[src/rtl/pl1_mon_pkg.sv]
// pl1_mon_pkg: definitions shared by the PL1 trigger generator and the
// receive-side monitor.
//   mon_state_t    : monitor FSM states
//   DEFAULT_CNT_W  : default width of the width/interval/expected counters
//   DEFAULT_CNT_PW : default width of the pulse counter
//   CNT_MAX        : saturation value of a default-width counter
package pl1_mon_pkg;

  localparam int unsigned DEFAULT_CNT_W  = 16;
  localparam int unsigned DEFAULT_CNT_PW = 32;
  localparam int unsigned CNT_MAX        = 2**DEFAULT_CNT_W - 1;

  // IDLE: no reference rising edge; HIGH: inside a pulse;
  // LOW: between pulses with a reference edge held.
  typedef enum logic [1:0] {
    IDLE = 2'd0,
    HIGH = 2'd1,
    LOW  = 2'd2
  } mon_state_t;

endpackage

[src/rtl/pl1_edge_det.sv]
// pl1_edge_det: rise/fall detector for the PL1 trigger line.
//   clk        : system clock
//   rst        : synchronous active-low reset
//   ena        : enable; while low the history register is cleared and
//                no edges are reported
//   trigger_in : trigger line, synchronous to clk
//   rise, fall : combinational edge indications for the current sample
module pl1_edge_det (
  input  logic clk,
  input  logic rst,
  input  logic ena,
  input  logic trigger_in,
  output logic rise,
  output logic fall
);

  logic trig_d;

  always_ff @(posedge clk) begin
    if (!rst || !ena) begin
      trig_d <= 1'b0;
    end else begin
      trig_d <= trigger_in;
    end
  end

  // Clearing trig_d while disabled makes a line that is already high at
  // re-enable count as a rise.
  assign rise = ena &&  trigger_in && !trig_d;
  assign fall = ena && !trigger_in &&  trig_d;

endmodule

[src/rtl/pl1_trigger_monitor.sv]
// pl1_trigger_monitor: receive-side checker for the PL1 trigger stream.
// Measures each pulse's high width and its rising-to-rising interval and
// compares them with programmed expectations.
//   clk, rst                 : clock, synchronous active-low reset
//   ena                      : monitor enable (low discards a pulse in flight)
//   trigger_in               : trigger line
//   exp_width, exp_period    : expected width / interval, sampled at the fall
//   pulse_valid              : one-cycle strobe qualifying the result fields
//   pulse_width, interval    : measured width / interval of the last pulse
//   interval_valid           : a previous rising edge existed for interval
//   width_err, interval_err  : mismatch flags, qualified by pulse_valid
//   err_sticky               : any reported error since reset
//   stuck_high               : width counter saturated in the current pulse
//   pulse_count              : completed pulses, wrapping
module pl1_trigger_monitor
  import pl1_mon_pkg::*;
#(
  parameter int unsigned CNT_W  = DEFAULT_CNT_W,
  parameter int unsigned CNT_PW = DEFAULT_CNT_PW
) (
  input  logic              clk,
  input  logic              rst,
  input  logic              ena,
  input  logic              trigger_in,
  input  logic [CNT_W-1:0]  exp_width,
  input  logic [CNT_W-1:0]  exp_period,
  output logic              pulse_valid,
  output logic [CNT_W-1:0]  pulse_width,
  output logic [CNT_W-1:0]  interval,
  output logic              interval_valid,
  output logic              width_err,
  output logic              interval_err,
  output logic              err_sticky,
  output logic              stuck_high,
  output logic [CNT_PW-1:0] pulse_count
);

  localparam logic [CNT_W-1:0] ONE = CNT_W'(1);
  localparam logic [CNT_W-1:0] SAT = '1;

  mon_state_t       state;
  logic             rise;
  logic             fall;
  logic [CNT_W-1:0] width_cnt;
  logic [CNT_W-1:0] intv_cnt;
  logic [CNT_W-1:0] intv_lat;
  logic             ref_valid;
  logic [CNT_W-1:0] width_inc;
  logic [CNT_W-1:0] intv_inc;

  pl1_edge_det u_edge_det (
    .clk        (clk),
    .rst        (rst),
    .ena        (ena),
    .trigger_in (trigger_in),
    .rise       (rise),
    .fall       (fall)
  );

  // Saturating increments: counters stick at all-ones and never wrap.
  assign width_inc = (width_cnt == SAT) ? SAT : width_cnt + ONE;
  assign intv_inc  = (intv_cnt  == SAT) ? SAT : intv_cnt  + ONE;

  always_ff @(posedge clk) begin
    if (!rst) begin
      state          <= IDLE;
      width_cnt      <= '0;
      intv_cnt       <= '0;
      intv_lat       <= '0;
      ref_valid      <= 1'b0;
      pulse_valid    <= 1'b0;
      pulse_width    <= '0;
      interval       <= '0;
      interval_valid <= 1'b0;
      width_err      <= 1'b0;
      interval_err   <= 1'b0;
      err_sticky     <= 1'b0;
      stuck_high     <= 1'b0;
      pulse_count    <= '0;
    end else begin
      pulse_valid <= 1'b0;
      // Flags are registered with pulse_valid, so the sticky bit folds them
      // in one cycle after the report.
      err_sticky  <= err_sticky | (pulse_valid & (width_err | interval_err));

      if (!ena) begin
        state      <= IDLE;
        ref_valid  <= 1'b0;
        stuck_high <= 1'b0;
      end else begin
        unique case (state)
          IDLE: begin
            if (rise) begin
              width_cnt <= ONE;
              intv_cnt  <= ONE;
              ref_valid <= 1'b0;
              state     <= HIGH;
            end
          end
          LOW: begin
            if (rise) begin
              intv_lat  <= intv_cnt;
              ref_valid <= 1'b1;
              width_cnt <= ONE;
              intv_cnt  <= ONE;
              state     <= HIGH;
            end else begin
              intv_cnt <= intv_inc;
            end
          end
          HIGH: begin
            if (fall) begin
              pulse_valid    <= 1'b1;
              pulse_width    <= width_cnt;
              interval       <= intv_lat;
              interval_valid <= ref_valid;
              width_err      <= (width_cnt != exp_width);
              interval_err   <= ref_valid && (intv_lat != exp_period);
              pulse_count    <= pulse_count + CNT_PW'(1);
              intv_cnt       <= intv_inc;
              stuck_high     <= 1'b0;
              state          <= LOW;
            end else begin
              width_cnt <= width_inc;
              intv_cnt  <= intv_inc;
              if (width_inc == SAT) begin
                stuck_high <= 1'b1;
              end
            end
          end
          default: state <= IDLE;
        endcase
      end
    end
  end

endmodule

[config.mk]
export PLATFORM = sky130hd
export DESIGN_NAME = pl1_trigger_monitor
export DESIGN_NICKNAME = d
export VERILOG_FILES = /design/src/rtl/pl1_mon_pkg.sv /design/src/rtl/pl1_edge_det.sv /design/src/rtl/pl1_trigger_monitor.sv
export SDC_FILE = /design/constraint.sdc
export NUM_CORES = 1
export LEC_CHECK = 0
export ABC_AREA = 0
export CAP_MARGIN = 0
export CORE_UTILIZATION = 55
export DETAILED_ROUTE_END_ITERATION = 10
export DONT_BUFFER_PORTS = 1
export GPL_TIMING_DRIVEN = 0
export PLACE_DENSITY_LB_ADDON = 0.1
export SLEW_MARGIN = 25
export SYNTH_ARGS = -nofsm -noshare
export SYNTH_HDL_FRONTEND = slang
export SYNTH_SLANG_ARGS = --single-unit
[constraint.sdc]
create_clock -name clk -period 2.1 [get_ports clk]
set_input_delay 0.42 -clock clk [delete_from_list [all_inputs] [get_ports clk]]
set_output_delay 0.42 -clock clk [all_outputs]
set_load 0.1 [all_outputs]
==> Yosys cells after proc, flatten, opt, wreduce, memory -nomap -nowiden <==
Index checks and enable logic that the tools add are counted.
{ "totals": {"regBits": 122, "input_bits": 36, "out_inout_bits": 70, "elab_cells": 74} }
{ "classes": {"addsub": 3, "eq_ne": 12, "n_mux": 16, "n_bitwise": 3, "n_reduce_logical": 25} }
{ "ops": {"columns": ["cell", "count"], "rows": [
  ["16-bit two-way mux", 5],
  ["16-bit == test (second input constant)", 3],
  ["16-bit one-hot mux with 3 select lines", 1],
  ["16-bit by 1-bit adder with 16-bit output (second input constant)", 2],
  ["32-bit by 1-bit adder with 32-bit output (second input constant)", 1],
  ["16-bit inequality test", 2],
  ["16-bit one-hot mux with 2 select lines", 1],
  ["3-bit AND reduction", 5],
  ["2-bit inequality test (second input constant)", 4],
  ["2-bit AND reduction", 3],
  ["2-bit nonzero test", 3],
  ["1-bit logical AND", 5],
  ["1-bit two-way mux", 5],
  ["1-bit logical NOT", 4],
  ["2-bit two-way mux", 2],
  ["2-bit one-hot mux with 2 select lines", 1],
  ["4-bit AND reduction", 1],
  ["3-bit nonzero test", 1],
  ["2-bit by 1-bit == test with 1-bit output (second input constant)", 1],
  ["2-bit == test (second input constant)", 1],
  ["2-bit logical NOT", 1],
  ["2-bit by 1-bit inequality test with 1-bit output (second input constant)", 1],
  ["1-bit bitwise OR", 2],
  ["1-bit one-hot mux with 2 select lines", 1],
  ["3 further kinds", 3]
]} }

==> Logic depth before layout (Yosys ltp) <==
Gate-level depths: netlist (run 1).
{ "depth": {"ltp_word": 5, "depth_mapped": 10, "mapped_depth_nobuf": 8} }

==> Hierarchy <==
Synthesis (run 1) repeated with hierarchy kept, for this count alone.
{ "hier_totals": {"hier_cells": 764, "hier_area_um2": 6134.6} }
{ "modules_own_cells": {"columns": ["mod", "instances", "cells_per_inst", "area_each_um2", "seq_area_each_um2"], "rows": [
  ["pl1_trigger_monitor", 1, 760, 6089.6, 2422.3],
  ["pl1_edge_det", 1, 4, 45.0, 20.0]
]} }

==> Least setup slack after synthesis (run 1) <==
Ideal clock, no wire load.
{ "synth_timing": {"path_type": "flip-flop to flip-flop", "startpoint": "reg pulse_count[4]", "endpoint": "reg pulse_count[25]", "setup_time_ns": 0.115, "arrival_time_ns": 2.376, "required_ns": 1.985, "setup_slack_ns": -0.391, "stages_incl_launch_ff": 8, "n_path_buf": 1, "period_less_slack_ns": 2.491, "path_cell_list": "dfxtp_1 > and4_1 > and3_1 > and4_1 > buf_2 > nand4_1 > xnor2_1 > and2_1"} }
{ "synth_via": {"elab_chain_len": 1} }
{ "synth_rtl": {"columns": ["item", "line", "source"], "rows": [
  ["start, declared", "pl1_trigger_monitor.sv:35", "output logic [CNT_PW-1:0] pulse_count"],
  ["start signal, assigned", "pl1_trigger_monitor.sv:119", "pulse_count <= pulse_count + CNT_PW'(1);"],
  ["32-bit by 1-bit adder with 32-bit output", "pl1_trigger_monitor.sv:119", null]
]} }
No other way between the ends.
A chain may end at the register's enable or synchronous reset.

==> Final worst setup path (run 1) <==
{ "layout_timing": {"startpoint": "reg intv_cnt[0]", "endpoint": "reg intv_cnt[0]"} }
{ "layout_via": {"elab_chain_len": 4, "word_cells_on_any_way": 5, "cone_classes": "add/sub (1); eq/ne (1); mux (3)"} }
{ "layout_rtl": {"columns": ["item", "line", "source"], "rows": [
  ["start, declared", "pl1_trigger_monitor.sv:45", "logic [CNT_W-1:0] intv_cnt;"],
  ["start signal, assigned", "pl1_trigger_monitor.sv:108", "intv_cnt <= intv_inc;"],
  ["start signal, assigned", "pl1_trigger_monitor.sv:120", "intv_cnt <= intv_inc;"],
  ["start signal, assigned", "pl1_trigger_monitor.sv:125", "intv_cnt <= intv_inc;"],
  ["16-bit by 1-bit adder with 16-bit output or 16-bit == test (tied branches)", "pl1_trigger_monitor.sv:62", "assign intv_inc = (intv_cnt == SAT) ? SAT : intv_cnt + ONE;"],
  ["16-bit two-way mux *", "pl1_trigger_monitor.sv:62", null],
  ["16-bit two-way mux", "pl1_trigger_monitor.sv:101", "if (rise) begin"],
  ["16-bit one-hot mux with 3 select lines *", "pl1_trigger_monitor.sv:91", "unique case (state)"]
]} }
Mark *: on every way between the ends. The rest lies on a longest branch, timed or not.

==> results.sh, run 1 <==
export IMPL_finalNetCount=826
export IMPL_clockRootBuffer="clkbuf_8"
export IMPL_placedCellCount=880
export IMPL_syn_nets=784
export IMPL_status="complete, but fails checks"
export IMPL_period_share_pct=100
export IMPL_synth_flop_cell="dfxtp_1"
export IMPL_end_kind="flip-flop"
export IMPL_min_delay_start="trigger_in"
export IMPL_grt_usage_pct=28.6
export IMPL_std_cell_rows=38
export IMPL_tightestPinTransition_ps=1050
export IMPL_final_common_cell="nand2_1"
export IMPL_critical_path_class="reg2reg"
export IMPL_vdd_drop_max_uv=661
export IMPL_start_kind="flip-flop"
export IMPL_synth_edf_count=0
export IMPL_power_leakage_nw=2.67
export IMPL_synth_area_um2=6170
export IMPL_clk_pin_slew_ps=50
export IMPL_async_flop_share_pct=0
export IMPL_drtIter0Drc=438
export IMPL_arrival_ps=2530
export IMPL_path_max_fanout=10
export IMPL_r2r_start="intv_cnt[0]$_SDFFE_PN0P_"
export IMPL_worst_slack_ps=-5.33
export IMPL_place_area_um2=6380
export IMPL_drive_gt1_share_pct=19.1
export IMPL_cap_violations=0
export IMPL_fmax_ghz=0.475
export IMPL_drt_wl_total_um=16800
export IMPL_use_met2_pct=45.0
export IMPL_hold_buffers=0
export IMPL_path_buf_inv=1
export IMPL_syn_instance_count=740
export IMPL_die_height_um=108
export IMPL_clockBufferDepth=2
export IMPL_drt_first_pass_iters=5
export IMPL_violations="negative setup slack"
export IMPL_power_w=0.00540
export IMPL_num_fill_cells=897
export IMPL_overflow=0
export IMPL_grt_pass1_vias=5200
export IMPL_path_common_cell="nand2_1"
export IMPL_skew_ps=4.60
export IMPL_cts_tree="yes"
export IMPL_synth_cell_types=53
export IMPL_stdcell_count=934
export IMPL_cts_buffers_inserted=17
export IMPL_rsz0062_at_grt="yes"
export IMPL_reg2reg_to="intv_cnt[0]$_SDFFE_PN0P_"
export IMPL_reg2reg_depth=8
export IMPL_crit_chain="ha_2 > nand3_2 > nor3_2 > nand2_1 > clkbuf_2 > nand2_1 > o21ai_0 > a41oi_1"
export IMPL_most_common_layout_cells="nand2_1, dfxtp_1, a21boi_0"
export IMPL_setup_viol=2
export IMPL_clock_latency_ps=520
export IMPL_crit_slowest_cell="dfxtp_1"
export IMPL_antenna_left=0
export IMPL_grt_pass1_wl_um=25700
export IMPL_yosys_warnings=0
export IMPL_final_area_um2=7410
export IMPL_drc=0
export IMPL_synth_seq_cells=122
export IMPL_pin_count=106
export IMPL_dr_total_vias=5455
export IMPL_use_met3_pct=7.35
export IMPL_pre_cts_slack_ps=-353
export IMPL_die_width_um=108
export IMPL_diodes=0
export IMPL_avgSynthCellArea_um2=8.34
export IMPL_core_area_um2=10900
export IMPL_gp_congestion=0.928
export IMPL_period_minus_slack_ps=2110
export IMPL_required_ps=2520
export IMPL_min_path_cells=1
export IMPL_htree_levels=4
export IMPL_grt_max_degree=17
export IMPL_die_area_um2=11700
export IMPL_hpwl_um=11500
export IMPL_crit_family="simple AND/OR/NAND/NOR gates"
export IMPL_holdPathEnd="u_edge_det.trig_d$_SDFF_PN0_"
export IMPL_viasPerCell=5.84
export IMPL_slowest_delay_ps=430
export IMPL_hold_viol=0
export IMPL_wire_per_inst_um=18.0
export IMPL_io_buffers=0
export IMPL_clock_sinks=122
export IMPL_area_growth_pct=20.1
export IMPL_r2r_slack_ps=-5
export IMPL_slew_headroom_pct=29.7
export IMPL_initial_core_util_pct=56.7
export IMPL_met1_usage_pct=36.6
export IMPL_finalMaxSlewViolations=0
export IMPL_antenna_found_initial=0
export IMPL_min_path_type="in2reg"
export IMPL_cellPowerDensity_nw_per_um2=729
export IMPL_synth_seq_area_share_pct=39.6
export IMPL_busiest_layer="met2"
[synthesized netlist by cell type (4+ instances only)]
| cell type | instances | area [um2] |
|---|---|---|
| nand3_1 | 26 | 130 |
| inv_1 | 12 | 45.0 |
| nor3b_1 | 7 | 52.6 |
| dfxtp_1 | 122 | 2440 |
| xor2_1 | 31 | 272 |
| o21a_1 | 6 | 45.0 |
| clkbuf_1 | 30 | 113 |
| o31ai_1 | 4 | 30.0 |
| nor3_1 | 11 | 55.1 |
| nor4_1 | 9 | 56.3 |
| nand2b_1 | 5 | 31.3 |
| ha_1 | 8 | 100 |
| a21oi_1 | 30 | 150 |
| xnor2_1 | 33 | 289 |
| a22oi_1 | 4 | 30.0 |
| a41oi_1 | 4 | 35.0 |
| nor2_1 | 24 | 90.1 |
| and4_1 | 6 | 52.6 |
| buf_2 | 4 | 20.0 |
| a21boi_0 | 62 | 465 |
| o21ai_0 | 40 | 200 |
| nand2_1 | 140 | 526 |
| and3_1 | 16 | 100 |
| nor2b_1 | 8 | 50.1 |
| nand4_1 | 15 | 93.8 |
| buf_6 | 6 | 67.6 |
| and2_1 | 36 | 225 |
[how the worst max path moves through the flow]
stage	start	slack, ps	to	cells after the start
finish	intv_cnt[0]$_SDFFE_PN0P_	-5	intv_cnt[0]$_SDFFE_PN0P_	8
global route	intv_cnt[0]$_SDFFE_PN0P_	-170	intv_cnt[0]$_SDFFE_PN0P_	8
CTS	state[1]$_SDFFE_PN0P_	6	pulse_count[31]$_SDFFE_PN0P_	10
detailed placement	state[0]$_SDFFE_PN0P_	-350	intv_cnt[15]$_SDFFE_PN0P_	8
global placement	width_cnt[0]$_SDFFE_PN0P_	-330	stuck_high$_SDFFE_PN0P_	7
floorplan	pulse_count[6]$_SDFFE_PN0P_	10	pulse_count[25]$_SDFFE_PN0P_	7
[sequential cells by signal, summed over array words and instances (netlist names), 2 cells and up]
name         flops
width_cnt       16
pulse_count     32
interval        16
intv_lat        16
intv_cnt        16
pulse_width     16
state            2
[cell type report]
cell class	instances	area [um2]	area share [%]
Buffer	44	303	4.09
Clock buffer	23	467	6.30
Clock inverter	8	118	1.59
Inverter	12	47.5	0.641
Multi-Input combinational cell	562	3580	48.3
Sequential cell	122	2530	34.2
Tap cell	140	175	2.36
Timing Repair Buffer	23	190	2.57
[worst reg2reg max path: cells and delay by family, from the launching register on]
kind	cells	cell delay [ps]
adder cells (fa/ha/maj)	1	250
buffers and inverters	1	220
flip-flops	1	430
AND/OR/NAND/NOR	4	680
AO/OA/AOI/OAI	2	430
[metrics by stage]
step / setup TNS (ps) / util (%) / hold slack (ps)
after floorplan: 0 / - / 453
after global placement: -9140 / 58.6 / 474
after CTS: 0 / 65.4 / 26.0
after detailed placement: -10420 / 58.6 / 492
after global routing: -473 / 68.1 / 46.6
final: -10.0 / 68.1 / 40.8
[logic make-up (layout without fill, tap and decap cells)]
logic type	count (synthesis)	count (layout)	synth area share, %
and+or+nand+nor	324	324	26.9
adders and majority gates	8	8	1.62
xor gates and xnor gates	64	64	9.08
muxes	1	1	0.162
AOI/OAI and AO/OA	165	165	17.5
buffers and inverters	56	110	5.17
DFF	122	122	39.6
[where the power goes]
part	internal [W]	total (W)	switching, W
combinational	0.0000871	0.000215	0.000128
clock	0.00189	0.00288	0.000994
sequential	0.00230	0.00231	0.00000849
total	0.00427	0.00540	0.00113
[layer usage]
| metal | share of wire [%] | up-vias |
|---|---|---|
| li1 | - | 2644 |
| met1 | 44 | 2581 |
| met2 | 47 | 188 |
| met3 | 7.3 | 42 |
| met4 | 2.2 | 0 |
| met5 | 0 | - |
[timing repair]
action / in CTS / in global routing
pin swaps: 3 / 15
setup buffers: 5 / 17
setup endpoints to repair: 69 / 69
gates resized for setup: 37 / 60
cloned: 0 / 1
hold endpoints to repair: 0 / 0
(Power assumes the default switching activity.)
==> inputs of run 2 (changes only) <==
--- a/config.mk
+++ b/config.mk
@@ -7,6 +7,7 @@
 export LEC_CHECK = 0
 export ABC_AREA = 0
 export CAP_MARGIN = 0
+export CORE_ASPECT_RATIO = 0.5
 export CORE_UTILIZATION = 55
 export DETAILED_ROUTE_END_ITERATION = 10
 export DONT_BUFFER_PORTS = 1
==> results.sh, run 2 (synthesis gave the netlist of run 1 again) <==
export IMPL_status="completed"
export IMPL_required_ps=2440
export IMPL_period_share_pct=98.3
export IMPL_power_leakage_nw=2.65
export IMPL_min_path_type="in2reg"
export IMPL_clock_sinks=122
export IMPL_slew_headroom_pct=30.6
export IMPL_drtIter0Drc=532
export IMPL_drive_gt1_share_pct=18.3
export IMPL_drt_wl_total_um=16400
export IMPL_whs_ps=151
export IMPL_most_common_layout_cells="nand2_1, dfxtp_1, a21boi_0"
export IMPL_end_kind="flip-flop"
export IMPL_p_int_w=0.00432
export IMPL_grt_usage_pct=27.8
export IMPL_antenna_left=0
export IMPL_pin_count=106
export IMPL_path_max_fanout=9
export IMPL_hold_viol=0
export IMPL_multi_input_area_um2=3550
export IMPL_power_w=0.00555
export IMPL_htree_levels=4
export IMPL_diodes=0
export IMPL_die_height_um=76.9
export IMPL_arrival_ps=2400
export IMPL_r2r_slack_ps=30
export IMPL_power_frac_seq_pct=41.5
export IMPL_die_width_um=152
export IMPL_critical_path_class="reg2reg"
export IMPL_wire_per_inst_um=17.7
export IMPL_r2r_start="width_cnt[1]$_SDFFE_PN0P_"
export IMPL_overflow=0
export IMPL_std_cell_rows=26
export IMPL_min_delay_start="trigger_in"
export IMPL_dr_total_vias=5508
export IMPL_power_switching_w=0.00124
export IMPL_grt_max_degree=17
export IMPL_grt_pass1_wl_um=26100
export IMPL_holdPathEnd="u_edge_det.trig_d$_SDFF_PN0_"
export IMPL_swShare_pct=22.3
export IMPL_antenna_found_initial=0
export IMPL_area_growth_pct=19.5
export IMPL_drt_first_pass_iters=6
export IMPL_power_share_combinational_pct=3.8
export IMPL_finalMaxSlewViolations=0
export IMPL_num_fill_cells=826
export IMPL_core_area_um2=10500
export IMPL_regMostFlops="pulse_count"
export IMPL_p_clk_share_pct=54.7
export IMPL_min_path_cells=1
export IMPL_fmax_ghz=0.484
export IMPL_viasPerCell=5.94
export IMPL_reg2reg_depth=8
export IMPL_finalNetCount=818
export IMPL_hpwl_um=11000
export IMPL_period_minus_slack_ps=2070
export IMPL_cts_tree="yes"
export IMPL_io_buffers=0
export IMPL_vdd_drop_max_uv=504
export IMPL_cts_buffers_inserted=17
export IMPL_initial_core_util_pct=58.6
export IMPL_seqCellArea_um2=2540
export IMPL_tightestPinTransition_ps=1040
export IMPL_setup_viol=0
export IMPL_clockRootBuffer="clkbuf_16"
export IMPL_grt_pass1_vias=5140
export IMPL_cellPowerDensity_nw_per_um2=753
export IMPL_clock_latency_ps=420
export IMPL_cap_violations=0
export IMPL_reg2reg_to="width_cnt[7]$_SDFFE_PN0P_"
export IMPL_clockBufferDepth=2
export IMPL_critPathLaunch="width_cnt[1]$_SDFFE_PN0P_"
export IMPL_drc=0
export IMPL_rsz0062_at_grt="yes"
export IMPL_die_area_um2=11700
export IMPL_largest_reg_flops=32
export IMPL_start_kind="flip-flop"
export IMPL_clk_pin_slew_ps=60
export IMPL_gp_congestion=0.905
export IMPL_final_common_cell="nand2_1"
export IMPL_skew_ps=9.74
## run 2: how the worst max path moves through the flow
stage                                   endpoint  slack (ps)
floorplan           pulse_count[25]$_SDFFE_PN0P_          10
global placement        intv_cnt[9]$_SDFFE_PN0P_        -350
detailed placement      intv_cnt[9]$_SDFFE_PN0P_        -360
CTS                 pulse_count[31]$_SDFFE_PN0P_           2
global route        pulse_count[25]$_SDFFE_PN0P_         -20
finish                 width_cnt[7]$_SDFFE_PN0P_          30
## run 2: power groups by stage
stage | Combinational, W | Clock, W | Sequential, W
6_report | 0.000209 | 0.00304 | 0.00230
5_1_grt | 0.000226 | 0.00318 | 0.00230
4_1_cts | 0.000201 | 0.00306 | 0.00231
3_5_place_dp | 0.000190 | 0 | 0.00237
3_3_place_gp | 0.000188 | 0 | 0.00237
2_1_floorplan | 0.000140 | 0 | 0.00237
## run 2: cell type report
class	count	area share, %
Clock buffer	19	6.14
Sequential cell	122	34.4
Timing Repair Buffer	16	2.04
Clock inverter	13	2.26
Tap cell	140	2.37
Inverter	12	0.611
Buffer	43	4.00
Multi-Input combinational cell	562	48.1
## run 2: what timing repair did
item,4_1_cts,5_1_grt
endpoints found under the hold margin,0,0
pin swaps,3,11
hold buffers,0,0
cloned,0,1
gates resized for setup,37,50
setup endpoints to repair,72,66
buffers inserted,5,10
## run 2: layer usage
layer | vias to the layer above | GRT usage (%) | wire (um)
met5 | - | 0 | 0
met4 | 0 | 8.80 | 328
met3 | 46 | 8.42 | 1380
met2 | 223 | 47.6 | 7880
met1 | 2604 | 33.5 | 6830
li1 | 2635 | - | -
## run 2: critical path: stages, from the launching register on
cell      delay (ps)
dfxtp_2          350
ha_4             190
nand3_4          160
or4_4            460
or2_4            310
buf_8            150
a21boi_2         110
o21ai_1          110
nor2_1           150
## run 2: through the flow
| stage | instance area [um2] | setup TNS, ps | setup WS (ps) | instances | util [%] |
|---|---|---|---|---|---|
| finish | 7380 | 0 | 34.9 | 927 | 70.0 |
| global route | 7380 | -53.9 | -19.1 | 927 | 70.0 |
| CTS | 7170 | 0 | 2.41 | 916 | 68.1 |
| detailed placement | 6380 | -11010 | -358 | 880 | 60.6 |
| global placement | 6380 | -11120 | -347 | 880 | 60.6 |
| floorplan | 6210 | 0 | 12.2 | 740 | - |
==> RTL edit 1, RTL diff (settings of run 1) <==
Register the inputs `ena`, `trigger_in`, `exp_width` and `exp_period` before use, without a reset. The logic sees them one clock later.
--- a/src/rtl/pl1_trigger_monitor.sv
+++ b/src/rtl/pl1_trigger_monitor.sv
@@ -38,6 +38,18 @@
   localparam logic [CNT_W-1:0] ONE = CNT_W'(1);
   localparam logic [CNT_W-1:0] SAT = '1;
 
+  logic ena_q;
+  logic trigger_q;
+  logic [CNT_W-1:0] exp_width_q;
+  logic [CNT_W-1:0] exp_period_q;
+
+  always_ff @(posedge clk) begin
+    ena_q        <= ena;
+    trigger_q    <= trigger_in;
+    exp_width_q  <= exp_width;
+    exp_period_q <= exp_period;
+  end
+
   mon_state_t       state;
   logic             rise;
   logic             fall;
@@ -51,8 +63,8 @@
   pl1_edge_det u_edge_det (
     .clk        (clk),
     .rst        (rst),
-    .ena        (ena),
-    .trigger_in (trigger_in),
+    .ena        (ena_q),
+    .trigger_in (trigger_q),
     .rise       (rise),
     .fall       (fall)
   );
@@ -83,7 +95,7 @@
       // in one cycle after the report.
       err_sticky  <= err_sticky | (pulse_valid & (width_err | interval_err));
 
-      if (!ena) begin
+      if (!ena_q) begin
         state      <= IDLE;
         ref_valid  <= 1'b0;
         stuck_high <= 1'b0;
@@ -114,8 +126,8 @@
               pulse_width    <= width_cnt;
               interval       <= intv_lat;
               interval_valid <= ref_valid;
-              width_err      <= (width_cnt != exp_width);
-              interval_err   <= ref_valid && (intv_lat != exp_period);
+              width_err      <= (width_cnt != exp_width_q);
+              interval_err   <= ref_valid && (intv_lat != exp_period_q);
               pulse_count    <= pulse_count + CNT_PW'(1);
               intv_cnt       <= intv_inc;
               stuck_high     <= 1'b0;
Behaviour: not the same (Yosys sat finds a counterexample within 4 cycles, from zero or initial values and one cycle with rst low).
==> RTL edit 1 against run 1 <==
Global-route usage grew 0.093 points; critical path type unchanged; the flow still finishes with violations (setup timing); clock skew rose by 0.0039 ns; sequential cell count rose by 34; critical path depth stayed put; area after synthesis grew 5.6%; largest cell class unchanged; final area is 5.2% higher; critical endpoint is now pulse_count[22]; synthesized cell count up 6.2%; maximum frequency down 12%; setup slack lost 0.29 ns; highest routed layer unchanged; routed wire length rose by 5.5%; total power rose by 15%.
==> RTL edit 1: results <==
{
  "synth_cell_type_count": 50,
  "p_leak_nw": 2.684,
  "routabilityCongestion": 0.8943,
  "viasPerCell": 6.008,
  "ys_top_cells_by_count": "dfxtp_1, nand2_1, a21oi_1, clkbuf_1, nor2_1",
  "synth_mux_area_share_pct": 0.3070,
  "syn_inst": 786,
  "placed_cell_area_um2": 6825,
  "insertion_delay_ns": 0.43,
  "worstPathArrival_ns": 2.77,
  "path_max_fanout": 5,
  "setup_tns_ns": -2.826,
  "dp_hpwl_mm": 11.98,
  "p_per_area_nw_per_um2": 795.0,
  "wl_mm": 17.72,
  "power_frac_clock_pct": 48.1,
  "instances_no_fill": 981,
  "fin_worst_hold_slack_ns": 0.01175,
  "placed_cells": 929,
  "drive_above_1_share_pct": 18.50,
  "r2r-end": "pulse_count[22]",
  "synth_area_leaders": "dfxtp_1, nand2_1, a21oi_1, xnor2_1, xor2_1",
  "ys_seq_area_share_pct": 47.90,
  "first_global_vias": 5449,
  "whs_path_depth": 0,
  "crit_path_max_incr_delay_ns": 0.47,
  "syn-num-nets": 830,
  "setup_ws_ns": -0.2991,
  "synth_fa_ha_area_share_pct": 1.535,
  "track_usage_pct": 28.70,
  "status": "finished, violations left",
  "fillCellCount": 913,
  "synth_xor_area_share_pct": 6.851,
  "skew_ns": 0.008537,
  "worstHoldEndpoint": "exp_period_q[15]",
  "violations": "setup timing",
  "slowest_stage": "or4_4",
  "drt_iter0_markers": 559,
  "tightestPinTransition_ns": 1.076,
  "min-delay-start": "exp_period[15]",
  "clock-root-buffer": "clkbuf_16",
  "nets": 869,
  "setup_viol": 12
}
-- RTL edit 1: cell count changes after synthesis, sizes merged, moves of 7 or more --
cell | before | now
a21boi | 62 | 1
nand2 | 140 | 147
or3 | 3 | 12
and2 | 36 | 2
clkbuf | 33 | 44
nor3 | 11 | 26
and3 | 16 | 8
xnor2 | 33 | 26
a21oi | 31 | 98
dfxtp | 122 | 156
nor3b | 9 | 1
nor2 | 24 | 43
-- RTL edit 1: metal layers --
layer	share of wire, %	up-vias	GRT usage (%)
met1	44	2761	38.13
met4	2.6	0	12.80
met5	0	-	0
li1	-	2843	-
met3	7.5	41	7.709
met2	45	249	43.73
-- RTL edit 1: repair_timing --
action	in CTS	in global routing
setup buffers	14	7
hold buffers	0	6
cloned	2	0
endpoints found under the setup margin	66	70
pin swaps	8	11
endpoints found under the hold margin	0	6
resized for setup	32	46
-- RTL edit 1: worst max path at each step --
stage	end	cells after the start
6_report	pulse_count[22]	8
5_1_grt	pulse_count[24]	8
4_1_cts	pulse_count[27]	8
3_5_place_dp	pulse_width[0]	9
3_3_place_gp	pulse_count[29]	9
2_1_floorplan	pulse_count[26]	7
-- RTL edit 1: layout make-up --
cell class / count / area [um^2] / share of cell area (%)
Sequential cell: 156 / 3201 / 41.05
Clock inverter: 14 / 133.9 / 1.717
Clock buffer: 18 / 439.2 / 5.633
Tap cell: 143 / 178.9 / 2.295
Multi-Input combinational cell: 567 / 3357 / 43.06
Timing Repair Buffer: 28 / 229.0 / 2.937
Buffer: 39 / 195.2 / 2.504
Inverter: 16 / 62.56 / 0.8024
-- RTL edit 1: cell families after synthesis --
logic type | count (synthesis)
mux | 2
simple gates | 323
xor+xnor | 51
fa+ha+maj | 8
compound gates | 182
flops | 156
buf+inv | 64
==> RTL edit 2, RTL diff (settings of run 1) <==
Made on the original files. Change the package constant `DEFAULT_CNT_PW` from 32 to 64.
--- a/src/rtl/pl1_mon_pkg.sv
+++ b/src/rtl/pl1_mon_pkg.sv
@@ -7,7 +7,7 @@
 package pl1_mon_pkg;
 
   localparam int unsigned DEFAULT_CNT_W  = 16;
-  localparam int unsigned DEFAULT_CNT_PW = 32;
+  localparam int unsigned DEFAULT_CNT_PW = 64;
   localparam int unsigned CNT_MAX        = 2**DEFAULT_CNT_W - 1;
 
   // IDLE: no reference rising edge; HIGH: inside a pulse;
Interface: changed (resized pulse_count); port bits go from 106 to 138. No check against the original RTL was run, so the function may have changed too.
==> RTL edit 2 against run 1 <==
The run still ends with setup timing left; critical path type unchanged; largest power group unchanged; routed wire length up 31%; sequential power is 25% higher; critical endpoint is now pulse_count[45]; critical path depth increased by 1; area after synthesis grew 22%; sequential share of layout area grew 0.54 points; setup slack got worse by 0.34 ns; final area is 27% higher; total power up 12%; maximum frequency shrank 14%; sequential cell count is 32 higher.
==> RTL edit 2: results <==
{
  "gr-usage-met1_pct": 38.73,
  "largest_reg_flops": 64,
  "ff2ff_path_depth": 9,
  "wl_mm": 22.01,
  "syn-num-nets": 958,
  "n_all_inverters": 18,
  "setup_ws_ns": -0.3490,
  "post-cts-setup-buffers": 19,
  "synth_cell_type_count": 49,
  "p_leak_nw": 3.350,
  "clock-sinks": 154,
  "relSlewSlack_pct": 26.86,
  "insertion_delay_ns": 0.42,
  "drt_iter0_markers": 530,
  "ctsResizeCount": 77,
  "status": "finished, violations left",
  "ys_seq_area_share_pct": 40.92,
  "fin_worst_hold_slack_ns": 0.1511,
  "regArea_um2": 3278,
  "nets": 1007,
  "slowest_stage": "dfxtp_4",
  "cellInternalPower_mw": 4.689,
  "skew_ns": 0.01156,
  "multi_input_area_share_pct": 49.60,
  "syn_inst": 914,
  "path_max_fanout": 6,
  "clkCellAreaFrac_pct": 5.977,
  "routabilityCongestion": 0.9156,
  "ir_drop_mv": 0.4889,
  "met2_length_mm": 10.75,
  "drive_above_1_share_pct": 25.61,
  "grt_pass1_wl_mm": 34.82,
  "violations": "setup timing",
  "crit_path_max_incr_delay_ns": 0.56,
  "ys_top_cells_by_count": "dfxtp_1, nand2_1, a21boi_0, xnor2_1, nand3_1",
  "setup_viol": 55,
  "m1WireLength_mm": 9.531,
  "synth_area_leaders": "dfxtp_1, nand2_1, xnor2_1, a21boi_0, and2_1",
  "viasPerCell": 5.972,
  "first_global_vias": 6748,
  "cp-endpoint": "pulse_count[45]",
  "worstPathArrival_ns": 2.76,
  "fillCellCount": 1005,
  "setup_tns_ns": -10.73,
  "track_usage_pct": 31.00
}
## RTL edit 2: per-stage QoR
| step | instance area, um^2 | setup WS [ns] |
|---|---|---|
| finish | 9440 | -0.3490 |
| global route | 9440 | -0.3842 |
| detailed placement | 8021 | -0.5838 |
| global placement | 8021 | -0.5376 |
| floorplan | 7801 | -0.1784 |
| CTS | 9059 | -0.3918 |
## RTL edit 2: power groups by stage
stage | clock network [mW] | logic (mW) | registers [mW]
2_1_floorplan | 0 | 0.138 | 2.96
3_3_place_gp | 0 | 0.193 | 2.96
3_5_place_dp | 0 | 0.196 | 2.96
4_1_cts | 2.95 | 0.211 | 2.89
5_1_grt | 3.07 | 0.248 | 2.88
6_report | 2.92 | 0.230 | 2.89
## RTL edit 2: cell families after synthesis
logic type      after synthesis  share of synthesized area (%)
buf+inv                      72                          3.836
flops                       154                          40.92
compound gates              175                          14.93
simple gates                413                          28.23
xor+xnor                     88                          10.23
fa+ha+maj                     8                          1.329
mux                           4                         0.5314
